<file path="config.mk">
export PLATFORM = sky130hd
export DESIGN_NAME = multicycle_main_control_flat
export DESIGN_NICKNAME = d
export VERILOG_FILES = /design/src/rtl/multicycle_main_control_if.sv /design/src/rtl/multicycle_main_control.sv /design/src/flat_wrapper.sv
export SDC_FILE = /design/constraint.sdc
export NUM_CORES = 1
export LEC_CHECK = 0
export ABC_AREA = 1
export BUFFER_PORTS_ARGS = -buffer_cell sky130_fd_sc_hd__buf_2
export CAP_MARGIN = 15
export CORE_AREA = 2 2 39 41
export CTS_BUF_LIST = sky130_fd_sc_hd__clkbuf_16
export CTS_CLUSTER_DIAMETER = 200
export DETAILED_ROUTE_END_ITERATION = 6
export DIE_AREA = 0 0 41 43
export PLACE_DENSITY = 0.73
export SLEW_MARGIN = 20
export SYNTH_ARGS = -nofsm -noshare
export SYNTH_HDL_FRONTEND = slang
export SYNTH_SLANG_ARGS = --single-unit
</file>
<file path="constraint.sdc">
create_clock -name clk -period 1.46 [get_ports clk]
set_input_delay 0.073 -clock clk [delete_from_list [all_inputs] [get_ports clk]]
set_output_delay 0.073 -clock clk [all_outputs]
set_load 0.05 [all_outputs]
</file>
<file path="src/rtl/multicycle_main_control_if.sv">
// Control/status bundle between the RV32I multi-cycle main control FSM and its datapath.
// The controller takes the master modport; the datapath (or a bench) takes the slave modport.
interface multicycle_main_control_if;
    logic [6:0] opcode;
    logic       zero;
    logic       mem_ready;

    logic       pcwrite;
    logic       pcwritecond;
    logic       iord;
    logic       memread;
    logic       memwrite;
    logic       irwrite;
    logic [1:0] memtoreg;
    logic       regwrite;
    logic [1:0] alusrca;
    logic [1:0] alusrcb;
    logic [1:0] aluop;
    logic [1:0] pcsource;
    logic       illegal_op;
    logic       bus_error;
    logic [3:0] state;

    modport master (
        input  opcode, zero, mem_ready,
        output pcwrite, pcwritecond, iord, memread, memwrite, irwrite,
               memtoreg, regwrite, alusrca, alusrcb, aluop, pcsource,
               illegal_op, bus_error, state
    );

    modport slave (
        output opcode, zero, mem_ready,
        input  pcwrite, pcwritecond, iord, memread, memwrite, irwrite,
               memtoreg, regwrite, alusrca, alusrcb, aluop, pcsource,
               illegal_op, bus_error, state
    );
endinterface

</file>
<file path="src/rtl/multicycle_main_control.sv">
// Multi-cycle RV32I main control FSM: sequences fetch, decode, execute, memory and
// writeback, driving every datapath enable and mux select from the current state.
module multicycle_main_control #(
    parameter int MEM_TIMEOUT = 0
) (
    input  logic                      clk,
    input  logic                      reset,
    multicycle_main_control_if.master bus
);

    typedef enum logic [3:0] {
        IDLE   = 4'd0,
        FETCH  = 4'd1,
        DECODE = 4'd2,
        MEMADR = 4'd3,
        MEMRD  = 4'd4,
        MEMWB  = 4'd5,
        MEMWR  = 4'd6,
        EXEC_R = 4'd7,
        EXEC_I = 4'd8,
        ALUWB  = 4'd9,
        BRANCH = 4'd10,
        JAL    = 4'd11
    } state_t;

    localparam logic [6:0] OP_RTYPE  = 7'b0110011;
    localparam logic [6:0] OP_ITYPE  = 7'b0010011;
    localparam logic [6:0] OP_LOAD   = 7'b0000011;
    localparam logic [6:0] OP_STORE  = 7'b0100011;
    localparam logic [6:0] OP_BRANCH = 7'b1100011;
    localparam logic [6:0] OP_JAL    = 7'b1101111;

    localparam bit         TIMEOUT_EN  = (MEM_TIMEOUT > 0);
    localparam logic [7:0] TIMEOUT_CNT = 8'(MEM_TIMEOUT);

    state_t     state_q;
    state_t     state_d;
    logic [7:0] wait_cnt_q;
    logic [7:0] wait_cnt_d;
    logic       mem_state;
    logic       mem_stall;
    logic       timeout_hit;

    // zero only qualifies pcwritecond inside the datapath; the FSM never branches on it.
    logic unused_zero;
    assign unused_zero = bus.zero;

    function automatic state_t decode_target(input logic [6:0] op);
        case (op)
            OP_RTYPE:          return EXEC_R;
            OP_ITYPE:          return EXEC_I;
            OP_LOAD, OP_STORE: return MEMADR;
            OP_BRANCH:         return BRANCH;
            OP_JAL:            return JAL;
            default:           return FETCH;
        endcase
    endfunction

    function automatic logic op_supported(input logic [6:0] op);
        return op inside {OP_RTYPE, OP_ITYPE, OP_LOAD, OP_STORE, OP_BRANCH, OP_JAL};
    endfunction

    function automatic logic [7:0] sat_inc(input logic [7:0] v);
        return (v == 8'hFF) ? v : v + 8'd1;
    endfunction

    assign mem_state   = (state_q == FETCH) || (state_q == MEMRD) || (state_q == MEMWR);
    assign mem_stall   = mem_state && !bus.mem_ready;
    assign timeout_hit = TIMEOUT_EN && mem_stall && (wait_cnt_q == TIMEOUT_CNT);

    always_ff @(posedge clk or posedge reset) begin
        if (reset) begin
            state_q    <= IDLE;
            wait_cnt_q <= '0;
        end else begin
            state_q    <= state_d;
            wait_cnt_q <= wait_cnt_d;
        end
    end

    // A stall keeps the state unchanged, so only stalled cycles that did not time out
    // carry the count forward; every other cycle is a state change (or re-entry) and clears it.
    always_comb begin
        wait_cnt_d = '0;
        if (TIMEOUT_EN && mem_stall && !timeout_hit) begin
            wait_cnt_d = sat_inc(wait_cnt_q);
        end
    end

    always_comb begin
        state_d         = state_q;
        bus.pcwrite     = 1'b0;
        bus.pcwritecond = 1'b0;
        bus.iord        = 1'b0;
        bus.memread     = 1'b0;
        bus.memwrite    = 1'b0;
        bus.irwrite     = 1'b0;
        bus.memtoreg    = 2'b00;
        bus.regwrite    = 1'b0;
        bus.alusrca     = 2'b00;
        bus.alusrcb     = 2'b00;
        bus.aluop       = 2'b00;
        bus.pcsource    = 2'b00;
        bus.illegal_op  = 1'b0;
        bus.bus_error   = timeout_hit;

        case (state_q)
            IDLE: begin
                state_d = FETCH;
            end

            // PC+4 is computed every FETCH cycle but only committed with the instruction word.
            FETCH: begin
                bus.memread  = 1'b1;
                bus.alusrca  = 2'b00;
                bus.alusrcb  = 2'b01;
                bus.aluop    = 2'b00;
                bus.pcsource = 2'b00;
                bus.irwrite  = bus.mem_ready;
                bus.pcwrite  = bus.mem_ready;
                if (bus.mem_ready) begin
                    state_d = DECODE;
                end else if (timeout_hit) begin
                    state_d = FETCH;
                end
            end

            // oldPC + imm lands in aluout here so BRANCH and JAL can use it directly.
            DECODE: begin
                bus.alusrca    = 2'b10;
                bus.alusrcb    = 2'b10;
                bus.aluop      = 2'b00;
                bus.illegal_op = !op_supported(bus.opcode);
                state_d        = decode_target(bus.opcode);
            end

            MEMADR: begin
                bus.alusrca = 2'b01;
                bus.alusrcb = 2'b10;
                bus.aluop   = 2'b00;
                state_d     = (bus.opcode == OP_LOAD) ? MEMRD : MEMWR;
            end

            MEMRD: begin
                bus.iord    = 1'b1;
                bus.memread = 1'b1;
                if (bus.mem_ready) begin
                    state_d = MEMWB;
                end else if (timeout_hit) begin
                    state_d = FETCH;
                end
            end

            MEMWB: begin
                bus.regwrite = 1'b1;
                bus.memtoreg = 2'b01;
                state_d      = FETCH;
            end

            MEMWR: begin
                bus.iord     = 1'b1;
                bus.memwrite = 1'b1;
                if (bus.mem_ready || timeout_hit) begin
                    state_d = FETCH;
                end
            end

            EXEC_R: begin
                bus.alusrca = 2'b01;
                bus.alusrcb = 2'b00;
                bus.aluop   = 2'b10;
                state_d     = ALUWB;
            end

            EXEC_I: begin
                bus.alusrca = 2'b01;
                bus.alusrcb = 2'b10;
                bus.aluop   = 2'b10;
                state_d     = ALUWB;
            end

            ALUWB: begin
                bus.regwrite = 1'b1;
                bus.memtoreg = 2'b00;
                state_d      = FETCH;
            end

            BRANCH: begin
                bus.alusrca     = 2'b01;
                bus.alusrcb     = 2'b00;
                bus.aluop       = 2'b01;
                bus.pcwritecond = 1'b1;
                bus.pcsource    = 2'b01;
                state_d         = FETCH;
            end

            // PC already holds oldPC+4 from FETCH, which is exactly the link value.
            JAL: begin
                bus.pcwrite  = 1'b1;
                bus.pcsource = 2'b01;
                bus.regwrite = 1'b1;
                bus.memtoreg = 2'b10;
                state_d      = FETCH;
            end

            default: begin
                state_d = IDLE;
            end
        endcase
    end

    assign bus.state = state_q;

endmodule

</file>
<file path="src/flat_wrapper.sv">
// flat-port wrapper written by rule: the top's interface ports become plain ports
module multicycle_main_control_flat 
#(
    parameter int MEM_TIMEOUT = 0
)
  (clk, reset, bus_opcode, bus_zero, bus_mem_ready, bus_pcwrite, bus_pcwritecond, bus_iord, bus_memread, bus_memwrite, bus_irwrite, bus_memtoreg, bus_regwrite, bus_alusrca, bus_alusrcb, bus_aluop, bus_pcsource, bus_illegal_op, bus_bus_error, bus_state);
  multicycle_main_control_if bus_i ();
  input  logic clk;
  input  logic reset;
  input wire logic [$bits(bus_i.opcode)-1:0] bus_opcode;
  input wire logic [$bits(bus_i.zero)-1:0] bus_zero;
  input wire logic [$bits(bus_i.mem_ready)-1:0] bus_mem_ready;
  output wire logic [$bits(bus_i.pcwrite)-1:0] bus_pcwrite;
  output wire logic [$bits(bus_i.pcwritecond)-1:0] bus_pcwritecond;
  output wire logic [$bits(bus_i.iord)-1:0] bus_iord;
  output wire logic [$bits(bus_i.memread)-1:0] bus_memread;
  output wire logic [$bits(bus_i.memwrite)-1:0] bus_memwrite;
  output wire logic [$bits(bus_i.irwrite)-1:0] bus_irwrite;
  output wire logic [$bits(bus_i.memtoreg)-1:0] bus_memtoreg;
  output wire logic [$bits(bus_i.regwrite)-1:0] bus_regwrite;
  output wire logic [$bits(bus_i.alusrca)-1:0] bus_alusrca;
  output wire logic [$bits(bus_i.alusrcb)-1:0] bus_alusrcb;
  output wire logic [$bits(bus_i.aluop)-1:0] bus_aluop;
  output wire logic [$bits(bus_i.pcsource)-1:0] bus_pcsource;
  output wire logic [$bits(bus_i.illegal_op)-1:0] bus_illegal_op;
  output wire logic [$bits(bus_i.bus_error)-1:0] bus_bus_error;
  output wire logic [$bits(bus_i.state)-1:0] bus_state;
  assign bus_i.opcode = bus_opcode;
  assign bus_i.zero = bus_zero;
  assign bus_i.mem_ready = bus_mem_ready;
  assign bus_pcwrite = bus_i.pcwrite;
  assign bus_pcwritecond = bus_i.pcwritecond;
  assign bus_iord = bus_i.iord;
  assign bus_memread = bus_i.memread;
  assign bus_memwrite = bus_i.memwrite;
  assign bus_irwrite = bus_i.irwrite;
  assign bus_memtoreg = bus_i.memtoreg;
  assign bus_regwrite = bus_i.regwrite;
  assign bus_alusrca = bus_i.alusrca;
  assign bus_alusrcb = bus_i.alusrcb;
  assign bus_aluop = bus_i.aluop;
  assign bus_pcsource = bus_i.pcsource;
  assign bus_illegal_op = bus_i.illegal_op;
  assign bus_bus_error = bus_i.bus_error;
  assign bus_state = bus_i.state;
  multicycle_main_control #(.MEM_TIMEOUT(MEM_TIMEOUT)) u_core (.clk(clk), .reset(reset), .bus(bus_i));
endmodule
</file>
Word level (Yosys, flattened, before mapping):

Index checks and enable logic that the tools add are counted.

* bits in registers: 4
* input port bits: 11
* output and inout port bits: 23
* word-level logic and storage cells: 53

* eq/ne operators: 20
* mux-type cells: 19
* reductions and logical operators: 13

Operators by type and width (count)
* case mux 4 bit (7 select lines): 1
* case mux 4 bit (5 select lines): 1
* == test 4 x 3 -> 1 bit, second input constant: 4
* == test 4 bit, second input constant: 4
* case mux 2 bit (2 select lines): 4
* == test 7 x 6 -> 1 bit, second input constant: 2
* == test 7 bit, second input constant: 2
* 2-to-1 mux 4 bit: 3
* OR reduction 2 bit: 5
* == test 4 x 2 -> 1 bit, second input constant: 2
* 2-to-1 mux 1 bit: 8
* == test 7 x 2 -> 1 bit, second input constant: 1
* == test 7 x 5 -> 1 bit, second input constant: 1
* != test 2 bit, second input constant: 3
* nonzero test 6 bit: 1
* OR reduction 3 bit: 2
* OR reduction 5 bit: 1
* == test 4 x 1 -> 1 bit, second input constant: 1
* logical NOT 4 bit: 1
* OR reduction 4 bit: 1
* AND reduction 3 bit: 1
* 2-to-1 mux 2 bit: 1
* case mux 1 bit (2 select lines): 1
* logical NOT 1 bit: 1

Logic depth before layout (Yosys ltp):

Gate-level depths: netlist of run 1.

* depth in word-level cells: 4
* depth in mapped cells: 9
* gate-level depth less buffers: 9

Least setup slack after synthesis of run 1:

No wires, ideal clock.

* path kind: register -> output
* start: register u_core.state_q[0] (netlist: u_core.bus.state[0])
* end: output bus_pcwrite
* arrival: 2168 ps
* path slack: -781 ps
* cell stages (with the launch flop): 5
* buffers on the path: 0
* cells stage by stage: dfrtp_1 nand2_1 nor2_4 inv_1 o22ai_1

* word-level cells in the longest chain between the ends: 2

Ends and longest elaborated chain
* start: declaration: RTL line multicycle_main_control.sv:36 `state_t state_q;`
* start signal: assignment: RTL line multicycle_main_control.sv:76 `state_q <= state_d;`
* == test 4 bit or == test 4 x 1 -> 1 bit (tied branches): RTL line multicycle_main_control.sv:107 `case (state_q)`
* case mux 1 bit (2 select lines) *: RTL line multicycle_main_control.sv:107
* end: declaration: RTL line flat_wrapper.sv:13 `output wire logic [$bits(bus_i.pcwrite)-1:0] bus_pcwrite;`

Every way passes the cells marked *; elsewhere a longest branch is shown, timed or not.

Worst setup path in the final report of run 1:

* start: register u_core.state_q[1] (netlist: u_core.bus.state[1])
* end: output bus_alusrca[0]

* word-level cells in the longest chain between the ends: 3

Ends and longest elaborated chain
* == test 4 x 2 -> 1 bit, or another cell as far along: RTL line multicycle_main_control.sv:107
* OR reduction 4 bit (no line)
* case mux 2 bit (2 select lines) *: RTL line multicycle_main_control.sv:107
* end: declaration: RTL line flat_wrapper.sv:21 `output wire logic [$bits(bus_i.alusrca)-1:0] bus_alusrca;`

Marked as above.

==> impl_results.md, run 1 <==
* Run status: completed
* Initial Util at 0.359
* TritonCTS clock tree: built
* Maximum clock insertion buffer count at 2
* Worst Hold Class: primary input to flip-flop
* Setup CP Type: flip-flop to output pin
* Layout area overhead at 103%
* Unrepaired setup endpoints after global routing: yes
* Routed vias/inst at 4.82
* Wire per inst at 11.1 um
* Largest net degree at the start of global routing at 7
* CTS clk-pin slew, worst paths at 0.03 ns
* Clock power share at 0.161
* Skew final at 0.00232 ns
* Ys async rst share at 1.00
* Synth unique cells at 19
* Switching Power at 1.48 mW
* Power per cell area at 2620 nW/um2
* Fin crit share at 0.985
* DRT iter0 DRCs at 4
* I/O Buffers at 30
* Final setup viols at 0
* First drt pass iteration count at 4
* CTS Buf Count at 3
* WHS Path Cells at 4
* Crit-path cells: nand2_2, inv_1, a21oi_2, nand2_2, buf_8
* Most common cell in the netlist: nand2_1
* Fmax at 0.696 GHz
* Final hold viol count at 0
* Largest area contributor in the netlist: dfrtp_1
* First-pass GRT wire length at 2.39 mm
* Syn Area/Cell at 5.52 um2
* Max-slew violations at 0
* Max incr delay on CP at 0.46 ns
* FF-to-FF path depth at 8
* Int Pwr at 1.17 mW
* H-tree depth at 1
* # diodes at 0
* Yosys warnings at 0
* Sequential power share at 0.098
* Reg2reg end: u_core.bus.state[0]$_DFFE_PP0P_
* Number of flip-flops under the largest register name at 4
* Ratio of cells with drive above 1 in the final layout at 0.595
* Max cap viols at 0
* Synthesized cell area at 497 um2
* Vias in the first global route at 612
* Maximum VDD drop at 0.00148 V
* CP Max Fanout at 5
* Crit path capture type: output pin
* Sw Ratio at 0.558
* Gate count of the mapped netlist at 90
* CP dominant cell by count: nand2_2
* Final Net Count at 144
* Static Leak at 0.538 nW
* Gr usage total at 0.196
* Worst Setup EP: bus_alusrca[0]
* Comb power frac at 0.741
* # rows at 14
* Slowest-stage cell, CP: dfrtp_2
* Clock latency on the worst-skew pair at 0.22 ns
* Placed Instances at 140
* Synth top cells by count: nand2_1, nor2_1, inv_1, nand3_1, dfrtp_1
* CTS sink count at 4
* Remaining DRCs at 0
* Die width at 41 um
* Root Buffer: clkbuf_16
* Setup crit start kind: flip-flop
* Arr. time, crit path at 1.36 ns
* Worst reg2reg path startpoint: u_core.bus.state[0]$_DFFE_PP0P_
* CP Data Required Time at 1.39 ns
* Fin cells at 147
* Hold path start: bus_mem_ready
* Yosys reg bits at 4
* Share of the synthesized area in the top cell type at 0.202
* Antenna violations before repair at 0
* Post-DRT Antenna Nets at 0
* Crit path from: u_core.bus.state[1]$_DFFE_PP0P_
* Post-detail-place hpwl at 1.21 mm
* Seq/Total Area, Yosys at 0.202
* Ranking of synthesized cells by area: dfrtp_1, nand2_1, nor2_1
* Total Power at 2.64 mW
* R2r setup slk at 0.19 ns
* Global route total overflow at 0
* Final WL at 1.63 mm
* Ports at 34
* Number of synthesized flops with an enable pin at 0
* Core ar. at 1380 um2
* Routability congestion estimate at 0.786
* Die area at 1760 um2
* Chip height at 43 um
* Dominant synthesized flop cell: dfrtp_1
* Vias at 708
* Fin crit period at 1.44 ns
[power by group through the flow]
stage	logic [mW]	clock network, mW	registers (mW)
finish	1.96	0.425	0.259
global route	2.08	0.442	0.269
CTS	1.80	0.429	0.245
detailed placement	1.66	0	0.227
global placement	1.65	0	0.224
floorplan	1.17	0	0.364
[kinds of logic after synthesis]
group / Yosys count / share of synthesized area
flops: 4 / 0.202
buf+inv: 20 / 0.166
other cells: 1 / 0.00755
simple gates: 54 / 0.494
compound gates: 11 / 0.131
[stage by stage]
step	area [um2]	setup WS (ns)	TNS (ns)	hold slack [ns]	utilization
6_report	1010	0.0223	0	0.245	0.730
5_1_grt	1010	-0.0263	-0.0735	0.274	0.730
4_1_cts	931	-0.0148	-0.0284	0.234	0.673
3_5_place_dp	778	0.0648	0	-0.0468	0.562
3_3_place_gp	778	0.0892	0	-0.0507	0.562
2_1_floorplan	586	-0.154	-1.03	-0.161	-
[final cells by class]
type                       count  area (um2)
multi-input combinational     67         429
timing repair buffer          39         305
tap                           16        20.0
clock buffer                   3        75.1
sequential                     4         105
fill                         108         374
inverter                      18        75.1
[layout by cell type (no fill, tap or decap), types with 4 or more instances in the layout]
cell type	instances
nand2_1	20
buf_2	14
buf_4	12
inv_1	9
nand3_1	8
buf_6	8
nor2_1	6
inv_2	6
nor2_4	6
nor2_2	6
dfrtp_2	4
[timing repair]
item	in CTS	in global routing
setup endpoints to repair	12	14
hold buffers	1	0
pin swaps	1	3
setup buffers	0	3
hold endpoints to repair	4	0
gates resized for setup	23	19
[critical path, delay by kind of cell, from the launching register on]
kind            cells  cell delay (ns)
simple gates        2             0.26
flops               1             0.46
buf+inv             2             0.22
compound gates      1             0.20
[metal layers]
metal	GRT usage	routed length [um]
met1	0.196	560
met2	0.359	942
met3	0.0366	105
met4	0.0800	23
met5	0	0
[worst min-delay path by stage]
stage	slack [ns]	endpoint
final	0.24	u_core.bus.state[1]$_DFFE_PP0P_
after global routing	0.27	u_core.bus.state[0]$_DFFE_PP0P_
after CTS	0.23	u_core.bus.state[1]$_DFFE_PP0P_
after detailed placement	-0.05	u_core.bus.state[2]$_DFFE_PP0P_
after global placement	-0.05	u_core.bus.state[3]$_DFFE_PP0P_
after floorplan	-0.16	u_core.bus.state[0]$_DFFE_PP0P_
No activity file was read; power rests on OpenSTA's default activity.
==> run 2: changes to the inputs <==
CELL_PAD_IN_SITES_DETAIL_PLACEMENT = 1   (was default)
CELL_PAD_IN_SITES_GLOBAL_PLACEMENT = 1   (was default)
CORE_AREA = default   (was 2 2 39 41)
CORE_UTILIZATION = 24   (was default)
DIE_AREA = default   (was 0 0 41 43)
PLACE_DENSITY = default   (was 0.73)
PLACE_DENSITY_LB_ADDON = 0.1   (was default)
clock period = 1.35 ns   (was 1.46 ns; I/O delays follow)
==> run 2 against run 1 <==
Against the previous run: the flow now finishes with violations (setup timing); sequential share of layout area fell by 2.1 points; non-clock buffer count rose by 14; hold slack improved by 0.0050 ns; routed wire length rose by 77%; via count rose by 15%; die area rose by 28%; largest power group unchanged.
==> impl_results.md, run 2 (synthesis results as in run 1) <==
* WHS Path Cells at 5 (+1)
* Crit path capture type: output pin
* Gr usage total at 0.256 (+0.0605)
* # rows at 16 (+2)
* Remaining DRCs at 0 (unchanged)
* Arr. time, crit path at 1.42 ns (+0.06 ns)
* Skew final at 0.00634 ns (+0.00402 ns)
* CP dominant cell by count: nor2_4
* Number of flip-flops under the largest register name at 4 (unchanged)
* Max incr delay on CP at 0.39 ns (-0.07 ns)
* Final WL at 2.88 mm (+77%)
* Root Buffer: clkbuf_16
* Initial Util at 0.253 (-0.106)
* CTS sink count at 4 (unchanged)
* Final hold slack at 0.250 ns (+0.00504 ns)
* Vias at 817 (+15%)
* Slowest-stage cell, CP: dfrtp_2
* Run status: finished, violations left
* Antenna violations before repair at 0 (unchanged)
* Largest net degree at the start of global routing at 7 (unchanged)
* Final worst slack at -0.140 ns (-0.162 ns)
* # diodes at 0 (unchanged)
* Ports at 34 (unchanged)
* Routed vias/inst at 4.75 (-1.4%)
* Wire per inst at 16.8 um (+51%)
* CP Max Fanout at 4 (-1)
* First drt pass iteration count at 4 (unchanged)
* Placed Instances at 157 (+12%)
* Worst reg2reg path startpoint: u_core.bus.state[1]$_DFFE_PP0P_
* Setup CP Type: flip-flop to output pin
* Final hold viol count at 0 (unchanged)
* Core ar. at 1960 um2 (+42%)
* Commonest non-fill, non-tap cells in the layout: nand2_1, buf_6, buf_4
* TritonCTS clock tree: built
* H-tree depth at 1 (unchanged)
* Hold path start: bus_opcode[5]
* Final Net Count at 158 (+9.7%)
* Post-detail-place hpwl at 1.43 mm (+18%)
* Fin crit share at 1.10
* Power per cell area at 2870 nW/um2 (+9.5%)
* Static Leak at 0.634 nW (+18%)
* CTS Buf Count at 3 (unchanged)
* Vias in the first global route at 774 (+26%)
* Final setup viols at 18 (+18)
* Chip height at 47.5 um (+10%)
* Routability congestion estimate at 0.769 (-2.1%)
* Die area at 2260 um2 (+28%)
* Setup crit start kind: flip-flop
* Failing checks: setup timing
* Die width at 47.5 um (+16%)
* Fin cells at 172 (+17%)
* Maximum VDD drop at 0.00130 V (-13%)
* Post-DRT Antenna Nets at 0 (unchanged)
* I/O Buffers at 30 (unchanged)
* Max-slew violations at 0 (unchanged)
* Unrepaired setup endpoints after global routing: yes
* CTS clk-pin slew, worst paths at 0.04 ns (about the same)
* FF-to-FF path depth at 7 (-1)
* Fmax at 0.671 GHz
* Reg2reg end: u_core.bus.state[0]$_DFFE_PP0P_
* Maximum clock insertion buffer count at 2 (unchanged)
* Max cap viols at 0 (unchanged)
* Worst Hold Class: primary input to flip-flop
* CP Data Required Time at 1.28 ns (-0.11 ns)
* Commonest non-fill, non-tap cell in the layout: nand2_1
* Worst Hold Path EP: u_core.bus.state[2]$_DFFE_PP0P_
* Layout area overhead at 155%
* Clock latency on the worst-skew pair at 0.23 ns (about the same)
* DRT iter0 DRCs at 5 (+1)
* Fin crit period at 1.49 ns
* R2r setup slk at -0.14 ns (-0.33 ns)
* Total Power at 3.63 mW (+37%)
* Global route total overflow at 0 (unchanged)
* Post-route setup TNS at -1.37 ns (-1.37 ns)
* Crit-path cells: inv_4, nor2_4, inv_2, buf_12, nor2_4, nor2_2, nand2_2, buf_8
* Filler Cells Inserted at 238 (+120%)
* Ratio of cells with drive above 1 in the final layout at 0.648 (+0.0529)
* First-pass GRT wire length at 3.81 mm (+60%)
[run 2: cell types whose count changed in the layout (fill, tap and decap cells not counted), sizes merged]
cell    before  now
buf         36   52
clkbuf       5    3
[run 2: area by class of cell]
class,instances,area [um2],share of cell area
timing repair buffer,53,493,0.390
clock buffer,3,75.1,0.0593
tap,27,33.8,0.0267
multi-input combinational,67,480,0.380
sequential,4,105,0.0831
inverter,18,77.6,0.0613
[run 2: how the worst max path moves through the flow]
stage,startpoint,end,depth (start not counted)
4_1_cts,u_core.bus.state[3]$_DFFE_PP0P_,bus_alusrca[0],7
6_report,u_core.bus.state[3]$_DFFE_PP0P_,bus_alusrca[0],8
3_5_place_dp,u_core.bus.state[2]$_DFFE_PP0P_,bus_alusrca[0],7
2_1_floorplan,u_core.bus.state[2]$_DFFE_PP0P_,bus_pcwrite,5
3_3_place_gp,u_core.bus.state[2]$_DFFE_PP0P_,bus_alusrca[0],7
5_1_grt,u_core.bus.state[1]$_DFFE_PP0P_,u_core.bus.state[0]$_DFFE_PP0P_,7
[run 2: through the flow]
stage	setup slack, ns	instance area (um2)	util
floorplan	-0.259	596	-
global route	-0.186	1260	0.645
CTS	-0.0761	1160	0.592
global placement	0.000661	860	0.438
detailed placement	-0.0107	860	0.438
finish	-0.140	1260	0.645
[run 2: repair_timing]
action	in CTS	in global routing
setup buffers	7	4
resized for setup	49	18
hold buffers	1	0
pin swaps	9	5
cloned	0	0
endpoints found under the hold margin	4	0
setup endpoints to repair	18	20
[run 2: worst max-delay path: cells and delay by family, from the launching register on]
family	cells	cell delay, ns
buf+inv	4	0.43
flops	1	0.39
simple gates	4	0.36
[run 2: metal layers]
| layer | vias up | wire (um) | track usage |
|---|---|---|---|
| li1 | 393 | - | - |
| met1 | 374 | 1120 | 0.289 |
| met2 | 37 | 1510 | 0.433 |
| met3 | 13 | 136 | 0.0566 |
| met4 | 0 | 119 | 0.166 |
| met5 | - | 0 | 0 |
[run 2: power by group]
group	total, mW	switching, mW	internal [mW]
sequential	0.285	0.108	0.176
clock	0.488	0.107	0.381
combinational	2.86	1.74	1.11
